===== src/rtl/noc_adapter_pkg.sv =====
`default_nettype none
// ============================================================================
// Module : noc_adapter_pkg
// Brief  : Shared widths, beat layout and beat-width helper for the NoC adapter.
// Rev    : 1.0  initial release
// ============================================================================
package noc_adapter_pkg;

    localparam int c_NOC_DW  = 512;
    localparam int c_BYTE_DW = 8;
    localparam int c_USER_DW = 32;

    // Beat layout at the default widths; the top mirrors this order per instance.
    typedef struct packed {
        logic [c_NOC_DW-1:0]           data;
        logic [c_NOC_DW/c_BYTE_DW-1:0] strb;
        logic [c_NOC_DW/c_BYTE_DW-1:0] keep;
        logic [c_BYTE_DW-1:0]          id;
        logic [c_BYTE_DW-1:0]          dest;
        logic [c_USER_DW-1:0]          user;
        logic                          last;
    } noc_beat_t;

    function automatic int beat_width(input int noc_dw, input int byte_dw, input int user_dw);
        return noc_dw + 2 * (noc_dw / byte_dw) + 2 * byte_dw + user_dw + 1;
    endfunction

endpackage
`default_nettype wire


===== src/rtl/noc_axis_fifo.sv =====
`default_nettype none
// ============================================================================
// Module : noc_axis_fifo
// Brief  : Synchronous FIFO with a registered head word and level-based flags.
// Rev    : 1.0  initial release
// ============================================================================
module noc_axis_fifo #(
    parameter int WIDTH = 8,
    parameter int DEPTH = 4,
    localparam int c_PTR_W = $clog2(DEPTH),
    localparam int c_LVL_W = c_PTR_W + 1
) (
    input  logic               clk,
    input  logic               reset,
    input  logic               push,
    input  logic [WIDTH-1:0]   din,
    input  logic               pop,
    output logic [WIDTH-1:0]   dout,
    output logic               full,
    output logic               empty,
    output logic [c_LVL_W-1:0] level
);

    logic [WIDTH-1:0]   r_mem [DEPTH];
    logic [c_PTR_W-1:0] r_wr_ptr;
    logic [c_PTR_W-1:0] r_rd_ptr;
    logic [c_LVL_W-1:0] r_level;
    logic [WIDTH-1:0]   r_head;
    logic               r_full;
    logic               r_empty;

    logic               w_push;
    logic               w_pop;
    logic [c_LVL_W-1:0] w_level_nxt;
    logic [c_PTR_W-1:0] w_rd_ptr_nxt;
    logic [WIDTH-1:0]   w_head_nxt;

    always_comb begin
        w_push       = push & ~r_full;
        w_pop        = pop & ~r_empty;
        w_level_nxt  = r_level + c_LVL_W'(w_push) - c_LVL_W'(w_pop);
        w_rd_ptr_nxt = r_rd_ptr + c_PTR_W'(w_pop);
        // The next head is the word being written only when it lands in an otherwise empty FIFO.
        if (w_push && (r_wr_ptr == w_rd_ptr_nxt)) begin
            w_head_nxt = din;
        end else begin
            w_head_nxt = r_mem[w_rd_ptr_nxt];
        end
    end

    always_ff @(posedge clk) begin
        if (w_push) begin
            r_mem[r_wr_ptr] <= din;
        end
    end

    always_ff @(posedge clk) begin
        if (reset) begin
            r_wr_ptr <= '0;
            r_rd_ptr <= '0;
            r_level  <= '0;
            r_head   <= '0;
            r_full   <= 1'b1;   // reads full while in reset so no write is accepted
            r_empty  <= 1'b1;
        end else begin
            r_wr_ptr <= r_wr_ptr + c_PTR_W'(w_push);
            r_rd_ptr <= w_rd_ptr_nxt;
            r_level  <= w_level_nxt;
            r_head   <= (w_level_nxt != '0) ? w_head_nxt : '0;
            r_full   <= (w_level_nxt == c_LVL_W'(DEPTH));
            r_empty  <= (w_level_nxt == '0);
        end
    end

    assign dout  = r_head;
    assign full  = r_full;
    assign empty = r_empty;
    assign level = r_level;

endmodule
`default_nettype wire


===== src/rtl/noc_axis_buffered_adapter.sv =====
`default_nettype none
// ============================================================================
// Module : noc_axis_buffered_adapter
// Brief  : AXI-Stream beat buffer toward the NoC with dest override and counters.
// Rev    : 1.0  initial release
// ============================================================================
module noc_axis_buffered_adapter
    import noc_adapter_pkg::*;
#(
    parameter int NOC_DW        = c_NOC_DW,
    parameter int BYTE_DW       = c_BYTE_DW,
    parameter int USER_DW       = c_USER_DW,
    parameter int DEPTH         = 4,
    parameter int DEST_OVERRIDE = 0,
    parameter int CNT_W         = 32,
    localparam int c_STRB_W     = NOC_DW / BYTE_DW,
    localparam int c_LVL_W      = $clog2(DEPTH) + 1
) (
    input  logic                clk,
    input  logic                reset,
    input  logic                slave_tvalid,
    output logic                slave_tready,
    input  logic [NOC_DW-1:0]   slave_tdata,
    input  logic [c_STRB_W-1:0] slave_tstrb,
    input  logic [c_STRB_W-1:0] slave_tkeep,
    input  logic [BYTE_DW-1:0]  slave_tid,
    input  logic [BYTE_DW-1:0]  slave_tdest,
    input  logic [USER_DW-1:0]  slave_tuser,
    input  logic                slave_tlast,
    output logic                master_tvalid,
    input  logic                master_tready,
    output logic [NOC_DW-1:0]   master_tdata,
    output logic [c_STRB_W-1:0] master_tstrb,
    output logic [c_STRB_W-1:0] master_tkeep,
    output logic [BYTE_DW-1:0]  master_tid,
    output logic [BYTE_DW-1:0]  master_tdest,
    output logic [USER_DW-1:0]  master_tuser,
    output logic                master_tlast,
    input  logic [BYTE_DW-1:0]  dest_id,
    output logic [CNT_W-1:0]    pkt_count,
    output logic [CNT_W-1:0]    beat_count,
    output logic [c_LVL_W-1:0]  fifo_level
);

    localparam int c_BEAT_W = beat_width(NOC_DW, BYTE_DW, USER_DW);

    typedef struct packed {
        logic [NOC_DW-1:0]   data;
        logic [c_STRB_W-1:0] strb;
        logic [c_STRB_W-1:0] keep;
        logic [BYTE_DW-1:0]  id;
        logic [BYTE_DW-1:0]  dest;
        logic [USER_DW-1:0]  user;
        logic                last;
    } beat_t;

    beat_t               w_in_beat;
    beat_t               w_head;
    logic [c_BEAT_W-1:0] w_din;
    logic [c_BEAT_W-1:0] w_dout;
    logic                w_full;
    logic                w_empty;
    logic                w_accept;
    logic                w_send;
    logic [CNT_W-1:0]    r_pkt_count;
    logic [CNT_W-1:0]    r_beat_count;

    // The override destination is captured with the beat, so later dest_id changes leave buffered beats alone.
    always_comb begin
        w_in_beat.data = slave_tdata;
        w_in_beat.strb = slave_tstrb;
        w_in_beat.keep = slave_tkeep;
        w_in_beat.id   = slave_tid;
        w_in_beat.dest = (DEST_OVERRIDE != 0) ? dest_id : slave_tdest;
        w_in_beat.user = slave_tuser;
        w_in_beat.last = slave_tlast;
    end

    assign w_din    = w_in_beat;
    assign w_head   = beat_t'(w_dout);
    assign w_accept = slave_tvalid & ~w_full;
    assign w_send   = ~w_empty & master_tready;

    noc_axis_fifo #(
        .WIDTH (c_BEAT_W),
        .DEPTH (DEPTH)
    ) u_fifo (
        .clk   (clk),
        .reset (reset),
        .push  (w_accept),
        .din   (w_din),
        .pop   (w_send),
        .dout  (w_dout),
        .full  (w_full),
        .empty (w_empty),
        .level (fifo_level)
    );

    always_ff @(posedge clk) begin
        if (reset) begin
            r_beat_count <= '0;
            r_pkt_count  <= '0;
        end else if (w_send) begin
            r_beat_count <= r_beat_count + 1'b1;
            r_pkt_count  <= r_pkt_count + CNT_W'(w_head.last);
        end
    end

    assign slave_tready  = ~w_full;
    assign master_tvalid = ~w_empty;
    assign master_tdata  = w_head.data;
    assign master_tstrb  = w_head.strb;
    assign master_tkeep  = w_head.keep;
    assign master_tid    = w_head.id;
    assign master_tdest  = w_head.dest;
    assign master_tuser  = w_head.user;
    assign master_tlast  = w_head.last;
    assign pkt_count     = r_pkt_count;
    assign beat_count    = r_beat_count;

endmodule
`default_nettype wire


===== config.mk =====
export PLATFORM = sky130hd
export DESIGN_NAME = noc_axis_buffered_adapter
export DESIGN_NICKNAME = d
export VERILOG_FILES = /design/src/rtl/noc_adapter_pkg.sv /design/src/rtl/noc_axis_fifo.sv /design/src/rtl/noc_axis_buffered_adapter.sv
export SDC_FILE = /design/constraint.sdc
export NUM_CORES = 2
export LEC_CHECK = 0
export BUFFER_PORTS_ARGS = -buffer_cell sky130_fd_sc_hd__buf_4
export CAP_MARGIN = 15
export CORE_AREA = 2 2 570 572
export DETAILED_ROUTE_END_ITERATION = 7
export DIE_AREA = 0 0 572 574
export SLEW_MARGIN = 20
export SYNTH_ARGS = -nofsm -noshare
export SYNTH_HDL_FRONTEND = slang
export SYNTH_HIERARCHICAL = 1
export SYNTH_SLANG_ARGS = --single-unit

===== constraint.sdc =====
create_clock -name clk -period 68 [get_ports clk]
set_input_delay 6.8 -clock clk [delete_from_list [all_inputs] [get_ports clk]]
set_output_delay 6.8 -clock clk [all_outputs]
set_load 0.05 [all_outputs]

==> metrics.txt <==
status completed; Tmin final 13.62 ns; post-synthesis cell area 127000 µm²; setup TNS 0 ns; Mapped Cells 6228; die height 574 µm; Final WS setup 54.38 ns; final setup vio count 0; clock power share 0.350; Logic pwr share 0.208; fraction of layout cells with a size suffix above 1 0.346; setup bufs post-CTS 0; row count 209; flop and latch count out of synthesis 3518; critical path class primary input to register; Wirelength per Cell 26.8 µm; DR vias 64357; internal power 4050 µW; Vias per Instance 5.15; Max Fclk 0.0734 GHz; fraction of registers with async set/reset 0; first-pass GRT wire length 474000 µm; worst hold-check path type register to register; Sink Count 3518; initial core utilization 0.393; fillers 27013; CTS max path bufs 4; area delta synth->final 22.2%; CTS H-tree depth 5; mux cell area share after synthesis 0.178; Crit Path Max Fanout 92; Worst Path Arrival 14.39 ns; library cells used by synthesis 44; hold_buf cts 0; Switching Share 0.304; Synth Area in Compound Gates 0.00264; nets 8513; CTS tree done; measured slew at the worst slew-check pin 1.20 ns; worst slack at placement 53.09 ns; TritonRoute pass-1 iters 7; Synth Area in XOR/XNOR 0.00210; startpoint types primary input; Post-CTS Resized 0; switching power 1770 µW; core area 323000 µm²; top_reg_cell synth edfxtp_1; # DRC 0; num ports 1459; Worst-path clk slew 0.06 ns; crit end category register; initial antenna violation count 103; Reg power frac 0.442; Yosys Warn Count 6; max-slew violations 0; RSZ-0062 raised after global routing false; Root Driver clkbuf_16; Worst VDD drop 0.0000312 V; Leakage 0.0567 µW; Overall Global Routing Usage 0.197; maxcap violations 0; Simple-Gate Fraction of Synth Area 0.0290; gpl congestion 0.827; dpl hpwl 212000 µm; WL final 335000 µm; largest net degree at the start of global routing 140; worst hold slack 0.501 ns; IO Port Bufs 1450; total CTS buffers 366; adder-cell share of the synthesized area 0.000947; number of global-route vias before repair 65552; power per cell area 37.5 nW/µm²; Syn Nets 6938; max_slew headroom 0.201; largest family of logic cells by synthesized area multiplexers; period utilization 0.200; Clock Skew 0.0588 ns; final hold violations 0; Die ar. 328000 µm²; global route overflow 0; syn avg cell area 20.4 µm²; required time of the worst setup path 68.77 ns; Final ANT Viol Nets 0; Post-synth EDFFs 2756; Die X 572 µm; later-pin clock latency in the skew report 0.95 ns; part of the Yosys area used for sequential elements 0.773; DRT iter0 DRCs 5087
-- critical path, cell delays in order --
cell and delay [ns]:
buf_4 0.13, nor2b_1 0.62, nor2b_1 0.48, ha_4 0.69, buf_12 0.68, buf_4 0.71
buf_4 0.76, buf_4 0.78, buf_4 0.76, buf_4 0.82, mux4_2 0.61, mux2i_1 0.20
nor2_1 0.07
-- metal layers --
metal  track usage  vias up  wire length, µm
met4        0.0812       74            12700
met3        0.0590      559            27500
li1              -    27859                -
met1         0.250    33739           132000
met2         0.316     2126           162000
met5             0        -              461
-- cell usage after synthesis (5+ instances only) --
cell type	n	area share
buf_2	123	0.0049
inv_1	16	0.00047
nand3_1	17	0.00067
nand4_1	19	0.00094
ha_1	8	0.00079
or4_1	21	0.0012
o21ai_0	5	0.00020
mux2i_1	692	0.055
nor4_1	11	0.00054
nor2b_1	19	0.00094
nor2_1	733	0.022
nor3_1	7	0.00028
xor2_1	16	0.0011
dfxtp_1	762	0.12
a21oi_1	25	0.00099
and4_1	8	0.00055
or3_1	5	0.00025
buf_1	40	0.0012
mux4_2	689	0.12
buf_4	47	0.0028
mux2_2	13	0.0012
edfxtp_1	2756	0.65
clkbuf_1	93	0.0028
o31ai_1	20	0.0012
nand2_1	22	0.00065
buf_6	26	0.0023
xnor2_1	10	0.00069
-- stage by stage --
step	cell area, µm²	utilization	cells	total power [µW]
after floorplan	127000	-	6228	3470
after global placement	142000	0.441	11759	3840
after detailed placement	142000	0.441	11759	3840
after CTS	155000	0.480	12447	5890
after global routing	155000	0.480	12491	6010
final	155000	0.480	12502	5820
-- registers in the layout, indices dropped and copies added (netlist names) --
| name | cells |
|---|---|
| beat_count | 32 |
| pkt_count | 32 |
| u_fifo/dout | 689 |
| u_fifo/empty | 1 |
| u_fifo/full | 1 |
| u_fifo/level | 3 |
| u_fifo/r_mem | 2756 |
| u_fifo/r_rd_ptr | 2 |
| u_fifo/r_wr_ptr | 2 |
-- logic make-up (layout without fill, tap and decap cells) --
family                   after synthesis  after routing
AO/OA/AOI/OAI                         54             54
XOR/XNOR                              28             28
adder cells (fa/ha/maj)                9              9
buffers and inverters                345           2240
flip-flops                          3518           3518
multiplexers                        1394           1394
other                                  0             54
AND/OR/NAND/NOR                      880            880
-- area by class of cell --
cell class | instances | area [µm²] | area share
clock inverters | 181 | 2310 | 0.0149
diodes | 54 | 135 | 0.000872
flip-flops and latches | 3518 | 98000 | 0.632
repair buffers | 1536 | 11800 | 0.0762
multi-input cells | 2365 | 27100 | 0.175
well taps | 4325 | 5410 | 0.0349
inverters | 16 | 60.1 | 0.000387
clock buffers | 507 | 10200 | 0.0658
-- final timing paths --
kind	slack, ns	startpoint	cells after the start	end
worst min register to register	0.50	beat_count[24]	2	beat_count[24]
worst max-delay path	54.38	master_tready	13	u_fifo/dout[293]
worst min-delay path	0.50	beat_count[24]	2	beat_count[24]
worst max register to register	59.97	u_fifo/empty	12	u_fifo/dout[293]
-- power by group through the flow --
stage          Sequential, µW  Clock (µW)  Combinational, µW
3_3_place_gp             2620           0               1220
4_1_cts                  2580        2080               1230
5_1_grt                  2590        2170               1260
2_1_floorplan            3130           0                341
6_report                 2570        2030               1210
3_5_place_dp             2620           0               1230
-- layout by cell type, fill, tap and decap left out, types with 13 or more instances in the layout --
master and n:
edfxtp_1 2756, buf_4 1514, dfxtp_1 762, nor2_1 732
mux2i_1 692, mux4_2 689, clkbuf_16 368, clkbuf_1 90
clkinv_2 64, diode_2 54, clkbuf_8 47, clkinv_1 41
bufinv_16 34, a21oi_1 25, nand2_1 22, or4_1 21
buf_12 21, o31ai_1 20, clkinv_16 20, nor2b_1 19
nand4_1 19, inv_1 16, nand3_1 16, xor2_1 16
clkinvlp_4 15, mux2_2 13
Power figures use the tool's default switching activity.
